--- src/rtl/hba_pkg.sv ---
// Shared HBA definitions: bus widths, arbiter state encoding, width helpers.
package hba_pkg;

   localparam int unsigned HBA_ABUS_W = 12;
   localparam int unsigned HBA_DBUS_W = 8;

   typedef enum logic [1:0] {
      StIdle    = 2'd0,
      StGrant   = 2'd1,
      StRelease = 2'd2
   } arb_state_e;

   // Width of a master index; never narrower than one bit.
   function automatic int unsigned owner_w(input int unsigned num_masters);
      return (num_masters <= 2) ? 1 : $clog2(num_masters);
   endfunction

   // Width of a counter that must hold values 0..max_val inclusive.
   function automatic int unsigned cnt_w(input int unsigned max_val);
      return (max_val == 0) ? 1 : $clog2(max_val + 1);
   endfunction

endpackage

--- src/rtl/hba_rr_pick.sv ---
// Combinational round-robin picker: first set request at or above ptr_i, wrapping.
module hba_rr_pick
   import hba_pkg::*;
#(
   parameter int unsigned NUM_MASTERS = 2,
   parameter int unsigned OWNER_W     = owner_w(NUM_MASTERS)
) (
   input  logic [NUM_MASTERS-1:0] req_i,
   input  logic [OWNER_W-1:0]     ptr_i,
   output logic [OWNER_W-1:0]     sel_o,
   output logic                   valid_o
);

   int unsigned        idx;
   logic [OWNER_W-1:0] cand;

   // Walk offsets 0..N-1 from the pointer; the first hit wins.
   always_comb begin
      sel_o   = '0;
      valid_o = 1'b0;
      idx     = 0;
      cand    = '0;
      for (int unsigned i = 0; i < NUM_MASTERS; i++) begin
         idx = 32'(ptr_i) + i;
         if (idx >= NUM_MASTERS) begin
            idx = idx - NUM_MASTERS;
         end
         cand = OWNER_W'(idx);
         if (!valid_o && req_i[cand]) begin
            valid_o = 1'b1;
            sel_o   = cand;
         end
      end
   end

endmodule

--- src/rtl/hba_master_arbiter.sv ---
// Round-robin HBA bus master arbiter with per-grant transfer quota.
// Optional grant watchdog enabled by defining HBA_ARB_TIMEOUT_EN.
module hba_master_arbiter
   import hba_pkg::*;
#(
   parameter int unsigned NUM_MASTERS    = 2,
   parameter int unsigned MAX_XFERS      = 8,
   parameter int unsigned TIMEOUT_CYCLES = 255,
   parameter int unsigned OWNER_W        = owner_w(NUM_MASTERS)
) (
   input  logic                   hba_clk,
   input  logic                   hba_reset,
   input  logic [NUM_MASTERS-1:0] master_request,
   input  logic                   hba_xferack,
   output logic [NUM_MASTERS-1:0] hba_mgrant,
   output logic [OWNER_W-1:0]     arb_owner,
   output logic                   arb_busy,
   output logic                   arb_timeout
);

   localparam int unsigned XferW = cnt_w(MAX_XFERS);
   // Count value on which the final permitted xferack arrives.
   localparam logic [XferW-1:0] QuotaLast =
      (MAX_XFERS == 0) ? '0 : XferW'(MAX_XFERS - 1);
   // Saturation point; with no quota the counter just pins at all-ones.
   localparam logic [XferW-1:0] XferSat =
      (MAX_XFERS == 0) ? '1 : XferW'(MAX_XFERS);
   localparam logic [OWNER_W-1:0] LastIdx = OWNER_W'(NUM_MASTERS - 1);

   arb_state_e             state_q, state_d;
   logic [NUM_MASTERS-1:0] mgrant_q, mgrant_d;
   logic [OWNER_W-1:0]     owner_q, owner_d;
   logic                   busy_q, busy_d;
   logic                   timeout_q, timeout_d;
   logic [OWNER_W-1:0]     rr_ptr_q, rr_ptr_d;
   logic [XferW-1:0]       xfer_cnt_q, xfer_cnt_d;

   logic [OWNER_W-1:0]     pick_sel;
   logic                   pick_valid;
   logic                   rel_drop;
   logic                   rel_quota;
   logic                   tmo_hit;

   hba_rr_pick #(
      .NUM_MASTERS (NUM_MASTERS),
      .OWNER_W     (OWNER_W)
   ) u_pick (
      .req_i   (master_request),
      .ptr_i   (rr_ptr_q),
      .sel_o   (pick_sel),
      .valid_o (pick_valid)
   );

`ifdef HBA_ARB_TIMEOUT_EN
   localparam int unsigned WaitW = cnt_w(TIMEOUT_CYCLES);
   localparam logic [WaitW-1:0] WaitLast = WaitW'(TIMEOUT_CYCLES - 1);

   logic [WaitW-1:0] wait_cnt_q, wait_cnt_d;

   // Idle-wait counter: held at zero outside GRANT, cleared by every xferack.
   always_comb begin
      wait_cnt_d = '0;
      tmo_hit    = 1'b0;
      if (state_q == StGrant) begin
         if (hba_xferack) begin
            wait_cnt_d = '0;
         end else begin
            wait_cnt_d = wait_cnt_q + WaitW'(1);
            // This edge brings the count to TIMEOUT_CYCLES.
            tmo_hit    = (wait_cnt_q == WaitLast);
         end
      end
   end

   // Wait counter register.
   always_ff @(posedge hba_clk) begin
      if (hba_reset) begin
         wait_cnt_q <= '0;
      end else begin
         wait_cnt_q <= wait_cnt_d;
      end
   end
`else
   assign tmo_hit = 1'b0;
`endif

   // Release conditions evaluated while a grant is active.
   always_comb begin
      rel_drop  = ~master_request[owner_q];
      rel_quota = (MAX_XFERS != 0) && hba_xferack && (xfer_cnt_q == QuotaLast);
   end

   // Next-state and registered-output logic for the arbiter FSM.
   always_comb begin
      state_d    = state_q;
      mgrant_d   = mgrant_q;
      owner_d    = owner_q;
      busy_d     = busy_q;
      timeout_d  = 1'b0;
      rr_ptr_d   = rr_ptr_q;
      xfer_cnt_d = xfer_cnt_q;
      unique case (state_q)
         StIdle: begin
            if (pick_valid) begin
               mgrant_d           = '0;
               mgrant_d[pick_sel] = 1'b1;
               owner_d            = pick_sel;
               busy_d             = 1'b1;
               xfer_cnt_d         = '0;
               state_d            = StGrant;
            end
         end
         StGrant: begin
            if (hba_xferack && (xfer_cnt_q != XferSat)) begin
               xfer_cnt_d = xfer_cnt_q + XferW'(1);
            end
            if (rel_drop || rel_quota || tmo_hit) begin
               mgrant_d  = '0;
               busy_d    = 1'b0;
               // Watchdog pulse only when nothing else ended the grant.
               timeout_d = tmo_hit && !rel_drop && !rel_quota;
               // Last owner drops to lowest priority.
               rr_ptr_d  = (owner_q == LastIdx) ? '0 : owner_q + OWNER_W'(1);
               state_d   = StRelease;
            end
         end
         StRelease: begin
            state_d = StIdle;
         end
         default: begin
            mgrant_d = '0;
            busy_d   = 1'b0;
            state_d  = StIdle;
         end
      endcase
   end

   // Arbiter state and output registers.
   always_ff @(posedge hba_clk) begin
      if (hba_reset) begin
         state_q    <= StIdle;
         mgrant_q   <= '0;
         owner_q    <= '0;
         busy_q     <= 1'b0;
         timeout_q  <= 1'b0;
         rr_ptr_q   <= '0;
         xfer_cnt_q <= '0;
      end else begin
         state_q    <= state_d;
         mgrant_q   <= mgrant_d;
         owner_q    <= owner_d;
         busy_q     <= busy_d;
         timeout_q  <= timeout_d;
         rr_ptr_q   <= rr_ptr_d;
         xfer_cnt_q <= xfer_cnt_d;
      end
   end

   assign hba_mgrant  = mgrant_q;
   assign arb_owner   = owner_q;
   assign arb_busy    = busy_q;
   assign arb_timeout = timeout_q;

endmodule

--- config.mk ---
export PLATFORM = sky130hd
export DESIGN_NAME = hba_master_arbiter
export DESIGN_NICKNAME = d
export VERILOG_FILES = /design/src/rtl/hba_pkg.sv /design/src/rtl/hba_rr_pick.sv /design/src/rtl/hba_master_arbiter.sv
export SDC_FILE = /design/constraint.sdc
export NUM_CORES = 1
export LEC_CHECK = 0
export ABC_AREA = 1
export CAP_MARGIN = 20
export CORE_AREA = 3 3 40 42
export DETAILED_ROUTE_END_ITERATION = 12
export DIE_AREA = 0 0 43 45
export GPL_ROUTABILITY_DRIVEN = 0
export PLACE_DENSITY = 0.67
export SYNTH_ARGS = -nofsm -noshare
export SYNTH_HDL_FRONTEND = slang
export SYNTH_SLANG_ARGS = --single-unit
--- constraint.sdc ---
create_clock -name hba_clk -period 1.1 [get_ports hba_clk]
set_input_delay 0.11 -clock hba_clk [delete_from_list [all_inputs] [get_ports hba_clk]]
set_output_delay 0.11 -clock hba_clk [all_outputs]
set_load 0.01 [all_outputs]
==> results.json, run 1 <==
{
  "yosys_most_used_dff": "sky130_fd_sc_hd__dfxtp_1",
  "worstPathArrival_ns": 1.34,
  "hold_path_class": "flop to flop",
  "final.fill_count": 106,
  "postSynthRegisterBits": 11,
  "design_area_um2": 872,
  "synthesized_netlist_cell_count": 74,
  "placementRows": 13,
  "synthesis.area_um2": 547,
  "synth_top_cell_area_share": 0.403,
  "post_layout_nonfiller_instances": 112,
  "fmax_mhz": 868,
  "grt_setup_unrepaired": "yes",
  "post_route_cells_drive_above_1_share": 0.485,
  "finalCoreUtilization": 0.679,
  "net_total_in_the_final_layout": 105,
  "area.growth.synth_to_final_pct": 59.5,
  "power_density_mw_per_mm2": 1260,
  "start_util": 0.426,
  "dr.first_iter.drc_count": 7,
  "placedCellCount": 104,
  "final-seq-area_um2": 225,
  "cts_tree": "done",
  "via_count_of_the_first_global_routing_pass": 415,
  "numCtsBuffers": 3,
  "synth.net_count": 81,
  "dpl_cell_area_um2": 708,
  "outcome": "finished with violations",
  "route.detailed.wl_per_inst_um": 11.8,
  "yosysWarnings": 0,
  "cell_internal_pwr_uw": 749,
  "totalPowerFinal_uw": 1100,
  "synth-async-reset-ratio": 0,
  "endpoint_kind": "flop",
  "yosys.cell_count.top_type": "sky130_fd_sc_hd__nand2_1",
  "floorplan.die_area_mm2": 0.00194,
  "yosys-top-cells-area": "sky130_fd_sc_hd__dfxtp_1 (40%), sky130_fd_sc_hd__nand2_1 (13%), sky130_fd_sc_hd__a21oi_1 (8.2%)",
  "power.combinational.fraction": 0.324,
  "total_count_of_max_transition_violations_in_the_final_report": 0,
  "first_pass_grt_wire_length_mm": 1.74,
  "grt_max_degree": 9,
  "clock_path_buffers": 2,
  "routed_wire_length_mm": 1.33,
  "numPortBuffers": 8,
  "p_sw_frac": 0.317,
  "clkLatencyLatePin_ns": 0.26,
  "ant_nets": 0,
  "via_count": 531,
  "cp_max_fo": 8,
  "netlist_cell_types": 21,
  "die_y_um": 45,
  "net_sw_power_uw": 347,
  "yosys.area.top_type": "sky130_fd_sc_hd__dfxtp_1",
  "layout_min_cycle_time_ns": 1.15,
  "clk_root_buffer_cell": "sky130_fd_sc_hd__clkbuf_4",
  "clock_power_share": 0.238,
  "io_pins": 10,
  "floorplan.die.width_um": 43,
  "fin_worst_skew_ns": 0.00462,
  "synth-seq-area-share": 0.403,
  "postSynthAreaPerCell_um2": 7.39,
  "hold_buffers": 0,
  "antenna-diode-count": 0,
  "setup.worst_path.class": "flop to flop",
  "h_tree_depth": 1,
  "clock_sink_count": 11,
  "violated_checks": "setup timing",
  "critical_path.startpoint_type": "flop",
  "placeableCoreArea_mm2": 0.00128,
  "viasPerCell": 4.74,
  "drcViolationCount": 0,
  "setup_viol": 9,
  "hold_viol": 0,
  "cp.required_ns": 1.29,
  "timing.final.crit_share": 1.05,
  "synth-edff-count": 0,
  "grt_remaining_overflow": 0,
  "synth_top_cells_by_count": "sky130_fd_sc_hd__nand2_1 (19), sky130_fd_sc_hd__dfxtp_1 (11), sky130_fd_sc_hd__a21oi_1 (9), sky130_fd_sc_hd__inv_1 (9), sky130_fd_sc_hd__nor2_1 (4)",
  "cts.reportedPaths.clkPinSlew_ns": 0.06,
  "worst_slack_ns": -0.0516,
  "vdd.ir_drop.worst_mv": 0.762,
  "post-dp-hpwl_um": 817,
  "final.setup.tns_ns": -0.241,
  "first_pass_iters": 3,
  "seq_power_share": 0.438,
  "multiInputGateArea_um2": 397,
  "grt.total_usage": 0.127,
  "maxCapViolations": 0,
  "leakagePower_uw": 0.000373,
  "antenna_found_initial": 0
}
[cell type report]
type / count / share of cell area
Timing Repair Buffer: 20 / 0.194
Inverter: 9 / 0.0416
Tap cell: 15 / 0.0215
Sequential cell: 11 / 0.258
Multi-Input combinational cell: 53 / 0.455
Clock buffer: 4 / 0.0301
[cells by family after synthesis]
| logic type | share of synthesized area |
|---|---|
| AO/OA/AOI/OAI | 0.181 |
| adder cells (fa/ha/maj) | 0.0458 |
| buffers and inverters | 0.0755 |
| flip-flops | 0.403 |
| other | 0.00686 |
| AND/OR/NAND/NOR | 0.288 |
[path summary, 6_finish.rpt]
path	start	endpoint	slack, ns	depth (start not counted)
worst max-delay path	xfer_cnt_q[1]	xfer_cnt_q[1]	-0.05	7
worst min-delay path	rr_ptr_q	rr_ptr_q	0.45	2
worst max register to register	xfer_cnt_q[1]	xfer_cnt_q[1]	-0.05	7
worst min register to register	rr_ptr_q	rr_ptr_q	0.45	2
[registers in the layout, summed over array words and instances, names as in the netlist]
register / flops
xfer_cnt_q: 4
state_q: 2
rr_ptr_q: 1
arb_owner: 1
arb_busy: 1
hba_mgrant: 2
[power groups by stage]
stage               clock [µW]  combinational, µW  sequential, µW
floorplan                    0                143             481
global placement             0                263             478
detailed placement           0                267             478
CTS                        275                267             467
global route               303                393             485
finish                     261                355             480
[placed cells by master, fill, tap and decap left out, types with 2 or more instances in the layout]
master	instances
sky130_fd_sc_hd__nand3_4	2
sky130_fd_sc_hd__nor2_1	3
sky130_fd_sc_hd__dlygate4sd2_1	4
sky130_fd_sc_hd__clkdlybuf4s50_1	4
sky130_fd_sc_hd__inv_2	2
sky130_fd_sc_hd__o21ai_2	4
sky130_fd_sc_hd__a21oi_1	5
sky130_fd_sc_hd__nand2_1	12
sky130_fd_sc_hd__inv_1	6
sky130_fd_sc_hd__nand3_2	2
sky130_fd_sc_hd__buf_4	11
sky130_fd_sc_hd__dfxtp_1	9
sky130_fd_sc_hd__clkbuf_4	3
sky130_fd_sc_hd__nor2_4	2
sky130_fd_sc_hd__nand2_4	2
sky130_fd_sc_hd__nand2_2	6
sky130_fd_sc_hd__ha_4	2
sky130_fd_sc_hd__a21oi_2	5
[metal layers]
layer | vias to the layer above | track usage | routed length (µm)
met5 | - | 0 | 0
met4 | 0 | 0.0723 | 18
met3 | 2 | 0.0717 | 55
met2 | 6 | 0.165 | 605
met1 | 238 | 0.163 | 647
li1 | 285 | - | -
[through the flow]
step	setup WS [ns]	hold slack, ns
after floorplan	0.0225	0.172
after global placement	-0.180	0.447
after detailed placement	-0.189	0.445
after CTS	-0.0513	0.454
after global routing	-0.130	0.475
final	-0.0516	0.452
[critical path, stage by stage, from the launching register on]
cell and delay, ns:
sky130_fd_sc_hd__dfxtp_2 0.37, sky130_fd_sc_hd__inv_2 0.06, sky130_fd_sc_hd__ha_4 0.15, sky130_fd_sc_hd__nand3_2 0.05, sky130_fd_sc_hd__nand3_2 0.09, sky130_fd_sc_hd__nand2_4 0.14
sky130_fd_sc_hd__o21ai_2 0.07, sky130_fd_sc_hd__a21oi_1 0.13
[what timing repair did]
item                                    in CTS  in global routing
pin swaps                                    2                 10
endpoints found under the setup margin      13                 10
hold endpoints to repair                     0                  0
gates resized for setup                      5                 30
buffers inserted                             1                  3
Note: power is estimated with default switching activity, not from simulation.
==> run 2, diff against run 1 <==
- SETUP_SLACK_MARGIN: unset -> 0.4
==> results.json, run 2 (same netlist as run 1, synthesis figures left out) <==
{
  "grt_max_degree": 9,
  "clk_root_buffer_cell": "sky130_fd_sc_hd__clkbuf_4",
  "route.detailed.wl_per_inst_um": 12.0,
  "fin_worst_skew_ns": 0.00534,
  "cp_max_fo": 4,
  "grt_remaining_overflow": 0,
  "placeableCoreArea_mm2": 0.00128,
  "cts_tree": "done",
  "routed_wire_length_mm": 1.36,
  "timing.critical_path.slowest_stage_cell": "sky130_fd_sc_hd__dfxtp_2",
  "power_density_mw_per_mm2": 1260,
  "grt_setup_unrepaired": "yes",
  "post_route_cells_drive_above_1_share": 0.576,
  "layout_min_cycle_time_ns": 1.12,
  "post_layout_nonfiller_instances": 114,
  "ant_nets": 0,
  "worstPathArrival_ns": 1.33,
  "area.growth.synth_to_final_pct": 62.7,
  "crit-reg2reg-capture": "hba_mgrant[0]",
  "hp-start": "master_request[1]",
  "io_pins": 10,
  "setup_viol": 3,
  "largest_reg_flops": 4,
  "critical_path.startpoint_type": "flop",
  "design_area_um2": 890,
  "reg2reg_from": "state_q[0]",
  "ff2ff_setup_slack_ns": -0.02,
  "crit_path_cell_trace": "buf_4, nor2_4, o21ai_4, or2_1, a21oi_2",
  "layout_common_cells": "sky130_fd_sc_hd__nand2_1 (14), sky130_fd_sc_hd__buf_4 (13), sky130_fd_sc_hd__inv_1 (6), sky130_fd_sc_hd__a21oi_1 (6), sky130_fd_sc_hd__dfxtp_2 (6)",
  "end_point_of_the_worst_hold_path": "arb_owner",
  "leakagePower_uw": 0.000389,
  "timing.final.crit_share": 1.02,
  "mostFrequentLayoutCell": "sky130_fd_sc_hd__nand2_1",
  "worst_setup_slack_after_placement_ns": -0.172,
  "placementRows": 13,
  "post-dp-hpwl_um": 857,
  "clock_path_buffers": 2,
  "cp.required_ns": 1.30,
  "drcViolationCount": 0,
  "numPortBuffers": 8,
  "largest-register": "xfer_cnt_q",
  "worst_slack_ns": -0.0242,
  "antenna-diode-count": 0,
  "viasPerCell": 4.86,
  "floorplan.die_area_mm2": 0.00194,
  "via_count_of_the_first_global_routing_pass": 503,
  "antenna_found_initial": 0,
  "start_util": 0.426,
  "clock_sink_count": 11,
  "r2r_cells": 5,
  "hold_path_class": "primary input to flop",
  "endpoint_kind": "flop",
  "grt.total_usage": 0.150,
  "whs_path_depth": 4,
  "total_count_of_max_transition_violations_in_the_final_report": 0,
  "net_total_in_the_final_layout": 107,
  "clkLatencyLatePin_ns": 0.27,
  "final.setup.tns_ns": -0.0300,
  "vdd.ir_drop.worst_mv": 1.09,
  "cts.reportedPaths.clkPinSlew_ns": 0.07,
  "fmax_mhz": 890,
  "placedCellCount": 103,
  "dpl_cell_area_um2": 716,
  "violated_checks": "setup timing",
  "outcome": "finished with violations",
  "h_tree_depth": 1,
  "numCtsBuffers": 3,
  "first_pass_iters": 4,
  "die_y_um": 45,
  "via_count": 554,
  "totalPowerFinal_uw": 1120,
  "timing.critical_path.slowest_cell_delay_ns": 0.32,
  "first_pass_grt_wire_length_mm": 2.13,
  "maxCapViolations": 0,
  "floorplan.die.width_um": 43,
  "dr.first_iter.drc_count": 8,
  "setup.worst_path.class": "flop to flop",
  "hold_viol": 0
}
## run 2: cell types whose count changed in the layout (fill, tap and decap cells not counted), sizes merged
cell           delta
clkdlybuf4s50     -2
buf               +6
dlygate4sd2       -2
## run 2: cell type report
class | instances | area [µm²]
multi-input cells | 53 | 380
inverters | 9 | 33.8
fillers | 104 | 395
clock buffers | 4 | 26.3
well taps | 15 | 18.8
flip-flops and latches | 11 | 239
repair buffers | 22 | 191
## run 2: how the worst max path moves through the flow
stage,cells past startpoint,slack [ns],start,to
final,5,-0.02,state_q[0],hba_mgrant[0]
after global routing,8,-0.08,xfer_cnt_q[1],rr_ptr_q
after CTS,8,-0.002,xfer_cnt_q[1],rr_ptr_q
after detailed placement,4,-0.17,master_request[1],arb_owner
after global placement,7,-0.17,master_request[1],arb_busy
after floorplan,8,0.04,xfer_cnt_q[0],hba_mgrant[0]
## run 2: timing repair
| item | in CTS | in global routing |
|---|---|---|
| pin swaps | 9 | 11 |
| endpoints found under the setup margin | 15 | 15 |
| resized for setup | 43 | 10 |
| setup buffers | 4 | 3 |
| hold buffers | 0 | 0 |
## run 2: power by group
group | internal [µW] | leakage, µW | switching, µW
clock | 140 | 0.0000150 | 127
combinational | 190 | 0.000279 | 182
sequential | 442 | 0.0000947 | 40.3
## run 2: per-stage QoR
step / utilization / hold WS (ns)
2_1_floorplan: - / 0.172
3_3_place_gp: 0.557 / 0.446
3_5_place_dp: 0.557 / 0.442
4_1_cts: 0.649 / 0.400
5_1_grt: 0.692 / 0.422
6_report: 0.692 / 0.414
## run 2: per-layer routing
layer | global-route usage | part of all wire | vias to the layer above
met5 | 0 | 0 | -
met4 | 0.0361 | 0.0088 | 0
met3 | 0.0757 | 0.041 | 2
met2 | 0.246 | 0.52 | 6
met1 | 0.178 | 0.43 | 255
li1 | - | - | 291
## run 2: worst max-delay path, delay by kind of cell, from the launching register on
| family | cells | cell delay [ns] |
|---|---|---|
| buffers and inverters | 1 | 0.13 |
| flip-flops | 1 | 0.32 |
| AO/OA/AOI/OAI | 2 | 0.23 |
| AND/OR/NAND/NOR | 2 | 0.38 |
==> RTL edit 1, RTL diff (config.mk and constraints of run 2) <==
Compare `xfer_cnt_q` against `QuotaLast` with >= in place of ==.
--- a/src/rtl/hba_master_arbiter.sv
+++ b/src/rtl/hba_master_arbiter.sv
@@ -89,3 +89,3 @@
       rel_drop  = ~master_request[owner_q];
-      rel_quota = (MAX_XFERS != 0) && hba_xferack && (xfer_cnt_q == QuotaLast);
+      rel_quota = (MAX_XFERS != 0) && hba_xferack && (xfer_cnt_q >= QuotaLast);
    end
Function: same outputs for any inputs over 10 cycles, from zero or initial values and one cycle with hba_reset high; that may be too few to reach the edited logic, so the function may still have changed.
==> RTL edit 1 against run 2 <==
- the flow still finishes with violations (setup timing)
- critical path depth is 3 higher
- count of clock-buffer cells in the layout shrank 1
- largest cell class unchanged
- synthesized area fell by 2.5%
- total power decreased by 3.5%
- highest routed layer unchanged
- global-route usage increased by 0.69 points
- worst setup slack worse by 0.022 ns
- final cell count is the same
- wire length is 2.6% lower
- hold slack better by 0.053 ns
- sequential cell count stayed put
- cell area fell by 0.56%
==> RTL edit 1: results (changes against run 2) <==
status: "finished, violations left"
failed_checks: "setup timing"
pre_cts_ws_ns: -0.2203  # -0.04853 ns
hpwl_um: 830.8  # -3.0%
placed_area_sq_um: 705.7  # -1.4%
grt_pass1_wl_mm: 2.290  # +7.8%
synthTopCellsByArea: "dfxtp_1 41%, nand2_1 13%, a21oi_1 6.6%"
drive_gt1_frac: 0.5657  # -0.01010
finalClockSkew_ns: 0.006675  # +0.001340 ns
power_leakage_nw: 0.3572  # -8.2%
yosysSeqAreaShare: 0.4131  # +0.01040
synth_compound_area_frac: 0.1033  # -0.07749
avgViaCountPerCell: 4.772  # -1.8%
top_register: "xfer_cnt_q"
hp-class: "reg -> reg"
clkTransAtPathRegs_ns: 0.08
grt_max_degree: 8  # -1
synth-adder-area-share: 0.04695  # +0.001182
drt_iter0_markers: 11  # +3
grt_pass1_vias: 539  # +7.2%
clock_latency_ns: 0.27  # about the same
peakVddDrop_uv: 804.6  # -26%
antenna_cells: 0  # unchanged
cp_max_fo: 3  # -1
arrival_ns: 1.35  # +0.02 ns
ys_warn_count: 0  # unchanged
synth_ff_type: "dfxtp_1"
setup_slack_ns: -0.04578  # -0.02157 ns
n_fill_cell: 101  # -2.9%
netlist_top_cells_count: "19 x nand2_1, 11 x dfxtp_1, 9 x nor2_1"
wirelength_mm: 1.328  # -2.6%
cts-buffers-inserted: 3  # unchanged
syn_nets: 84  # +3.7%
finalSetupViolCount: 8  # +5
grt_use_total: 0.1573  # +0.006946
clockRootBuffer: "clkbuf_4"
final.setup.tns_ns: -0.2008  # -0.1708 ns
yosysUniqueCellTypes: 17  # -19%
==> RTL edit 1: path summary, 6_finish.rpt <==
path,from,cells after the start,to
setup / recovery,xfer_cnt_q[0]$_SDFFE_PP0P_,8,arb_busy$_SDFFE_PP0P_
hold / removal,rr_ptr_q$_SDFFE_PP0P_,2,rr_ptr_q$_SDFFE_PP0P_
setup reg to reg,xfer_cnt_q[0]$_SDFFE_PP0P_,8,arb_busy$_SDFFE_PP0P_
hold reg to reg,rr_ptr_q$_SDFFE_PP0P_,2,rr_ptr_q$_SDFFE_PP0P_
==> RTL edit 1: timing repair <==
item	CTS	global route
gates resized for setup	29	24
cloned	0	0
setup endpoints to repair	15	15
pin swaps	6	10
setup buffers	2	3
==> RTL edit 1: per-stage QoR <==
stage | instances | hold slack, ns | utilization
6_report | 114 | 0.4667 | 0.6884
2_1_floorplan | 77 | 0.2914 | -
3_3_place_gp | 105 | 0.4491 | 0.5492
4_1_cts | 111 | 0.4687 | 0.6173
5_1_grt | 114 | 0.4869 | 0.6884
3_5_place_dp | 105 | 0.4549 | 0.5492
==> RTL edit 1: kinds of logic (layout without fill, tap and decap cells) <==
logic type	Yosys count	after routing
AO/OA/AOI/OAI	11	11
other	1	1
flip-flops	11	11
adder cells (fa/ha/maj)	2	2
buffers and inverters	12	34
AND/OR/NAND/NOR	40	40
==> RTL edit 1: area by class of cell <==
type	instances	share of cell area
Clock inverter	1	0.005658
Tap cell	15	0.02122
Sequential cell	11	0.2673
Clock buffer	3	0.02546
Inverter	10	0.05375
Multi-Input combinational cell	54	0.4286
Timing Repair Buffer	20	0.1980
==> RTL edit 1: power by group <==
group          switching [mW]  total, mW  internal (mW)
Clock                   0.150      0.284          0.135
Combinational           0.168      0.330          0.162
Sequential             0.0349      0.468          0.433
Total                   0.353       1.08          0.729
==> RTL edit 1: critical path, cell delays in order, from the launching register on <==
cell and delay [ns]:
dfxtp_4 0.37, ha_4 0.16, nand2_2 0.06, nand2_2 0.05, nand2_2 0.08, nand3_4 0.09
nand2_4 0.09, nand2_2 0.06, a21oi_2 0.11
==> RTL edit 1: metal layers <==
metal / vias to the layer above / global-route usage / share of wire
met4: 0 / 0.08434 / 0.027
met5: - / 0 / 0
met1: 237 / 0.1980 / 0.45
li1: 285 / - / -
met3: 6 / 0.05578 / 0.044
met2: 16 / 0.2365 / 0.48
==> RTL edit 2, RTL diff (flow settings as in run 2) <==
Made on the original files. `MAX_XFERS`: 8 -> 7.
--- a/src/rtl/hba_master_arbiter.sv
+++ b/src/rtl/hba_master_arbiter.sv
@@ -6,3 +6,3 @@
    parameter int unsigned NUM_MASTERS    = 2,
-   parameter int unsigned MAX_XFERS      = 8,
+   parameter int unsigned MAX_XFERS      = 7,
    parameter int unsigned TIMEOUT_CYCLES = 255,
Check against the original RTL: not equivalent (a bounded check fails within 10 cycles, from zero or initial values and one cycle with hba_reset high).
==> RTL edit 2 against run 2 <==
- the flow still finishes with violations (setup timing)
- count of clock-buffer cells in the layout unchanged
- via count fell by 18%
- total power decreased by 12%
- worst setup slack worse by 0.037 ns
- cell area shrank 17%
- clock power is 26% higher
- synthesized area down 9.4%
- sequential cell count down 1
- wire length shrank 23%
- clock skew decreased by 0.0013 ns
- hold slack worse by 0.11 ns
- critical path depth grew 2
- largest cell class unchanged
==> RTL edit 2: results (changes against run 2) <==
drt_iter0_markers: 4  # -4
cts_setup_buffers: 1  # -3
yosysUniqueCellTypes: 19  # -9.5%
port_buffers: 8  # unchanged
failed_checks: "setup timing"
synthTopCellsByArea: "dfxtp_1 40%, nand2_1 9.8%, a21oi_1 8.1%"
ff2ff_path_depth: 7  # +2
peakVddDrop_uv: 711.1  # -35%
antenna_cells: 0  # unchanged
utilization: 0.5774  # -0.1149
synthCells: 66  # -11%
powerComb_mw: 0.222  # -40%
slowest_delay_ns: 0.36  # +0.04 ns
clockRootBuffer: "clkbuf_4"
wirelength_mm: 1.054  # -23%
combPwrFrac: 0.225  # -0.107
finalClockSkew_ns: 0.004051  # -0.001285 ns
syn_nets: 74  # -8.6%
pre_cts_ws_ns: -0.1951  # -0.02341 ns
final_nets: 92  # -14%
drive_gt1_frac: 0.4337  # -0.1420
fin_hold_ws_ns: 0.3079  # -0.1061 ns
netlist_top_cells_count: "13 x nand2_1, 10 x dfxtp_1, 8 x a21oi_1"
vias: 452  # -18%
power_frac_seq: 0.433  # +0.003
drt_pass1_iterations: 4  # unchanged
final.setup.tns_ns: -0.09570  # -0.06568 ns
routedWlPerCell_um: 10.76  # -10%
timing.rr.end: "xfer_cnt_q[1]$_SDFFE_PP0P_"
hp-class: "in -> reg"
cp_max_fo: 3  # -1
hpwl_um: 769.2  # -10%
largest_reg_flops: 3  # -1
holdPathStages: 5  # +1
yosysSeqAreaShare: 0.4040  # +0.001294
power_leakage_nw: 0.3330  # -14%
setup_slack_ns: -0.06136  # -0.03715 ns
cts-buffers-inserted: 3  # unchanged
synth_ff_type: "dfxtp_1"
finalSetupViolCount: 5  # +2
swShare: 0.2792  # -0.03176
status: "finished, violations left"
grt_pass1_wl_mm: 1.918  # -9.7%
grt_max_degree: 7  # -2
grt_pass1_vias: 455  # -9.5%
placed_area_sq_um: 663.1  # -7.3%
r2r-start: "xfer_cnt_q[1]$_SDFFE_PP0P_"
cts_resized: 26  # -40%
n_fill_cell: 127  # +22%
holdPathEnd: "arb_owner$_SDFFE_PP0P_"
placed_cells: 91  # -12%
grt_use_total: 0.1402  # -0.01014
max_freq_ghz: 0.8611  # -3.2%
cp_slowest_cell: "dfxtp_4"
## RTL edit 2: cell families after synthesis
kind of cell,after synthesis,share of synthesized area
AOI/OAI and AO/OA,12,0.1389
adders and majority gates,3,0.07577
buffers and inverters,10,0.08333
DFF,10,0.4040
other,1,0.007568
and+or+nand+nor,30,0.2904
## RTL edit 2: layout make-up
class / instances / share of cell area
multi-input cells: 46 / 0.4081
flip-flops and latches: 10 / 0.2900
repair buffers: 15 / 0.1872
clock buffers: 4 / 0.04890
inverters: 8 / 0.04047
well taps: 15 / 0.02530
## RTL edit 2: how the worst max path moves through the flow
| stage | slack (ns) | startpoint | endpoint |
|---|---|---|---|
| 6_report | -0.06 | xfer_cnt_q[1]$_SDFFE_PP0P_ | xfer_cnt_q[1]$_SDFFE_PP0P_ |
| 5_1_grt | -0.13 | xfer_cnt_q[1]$_SDFFE_PP0P_ | xfer_cnt_q[1]$_SDFFE_PP0P_ |
| 4_1_cts | -0.06 | xfer_cnt_q[1]$_SDFFE_PP0P_ | xfer_cnt_q[1]$_SDFFE_PP0P_ |
| 3_5_place_dp | -0.20 | master_request[0] | hba_mgrant[0]$_SDFFE_PP0P_ |
| 3_3_place_gp | -0.21 | master_request[0] | hba_mgrant[0]$_SDFFE_PP0P_ |
| 2_1_floorplan | 0.02 | xfer_cnt_q[1]$_SDFFE_PP0P_ | xfer_cnt_q[1]$_SDFFE_PP0P_ |
## RTL edit 2: critical path, delay by kind of cell (launching register included)
family	cells	cell delay (ns)
AND/OR/NAND/NOR	4	0.26
flip-flops	1	0.36
adder cells (fa/ha/maj)	2	0.31
AO/OA/AOI/OAI	1	0.12
## RTL edit 2: metal layers
metal	track usage	routed length, um	up-vias
met5	0	0	-
met1	0.1650	483	198
li1	-	-	240
met4	0.09036	35	0
met2	0.2006	472	10
met3	0.07171	64	4
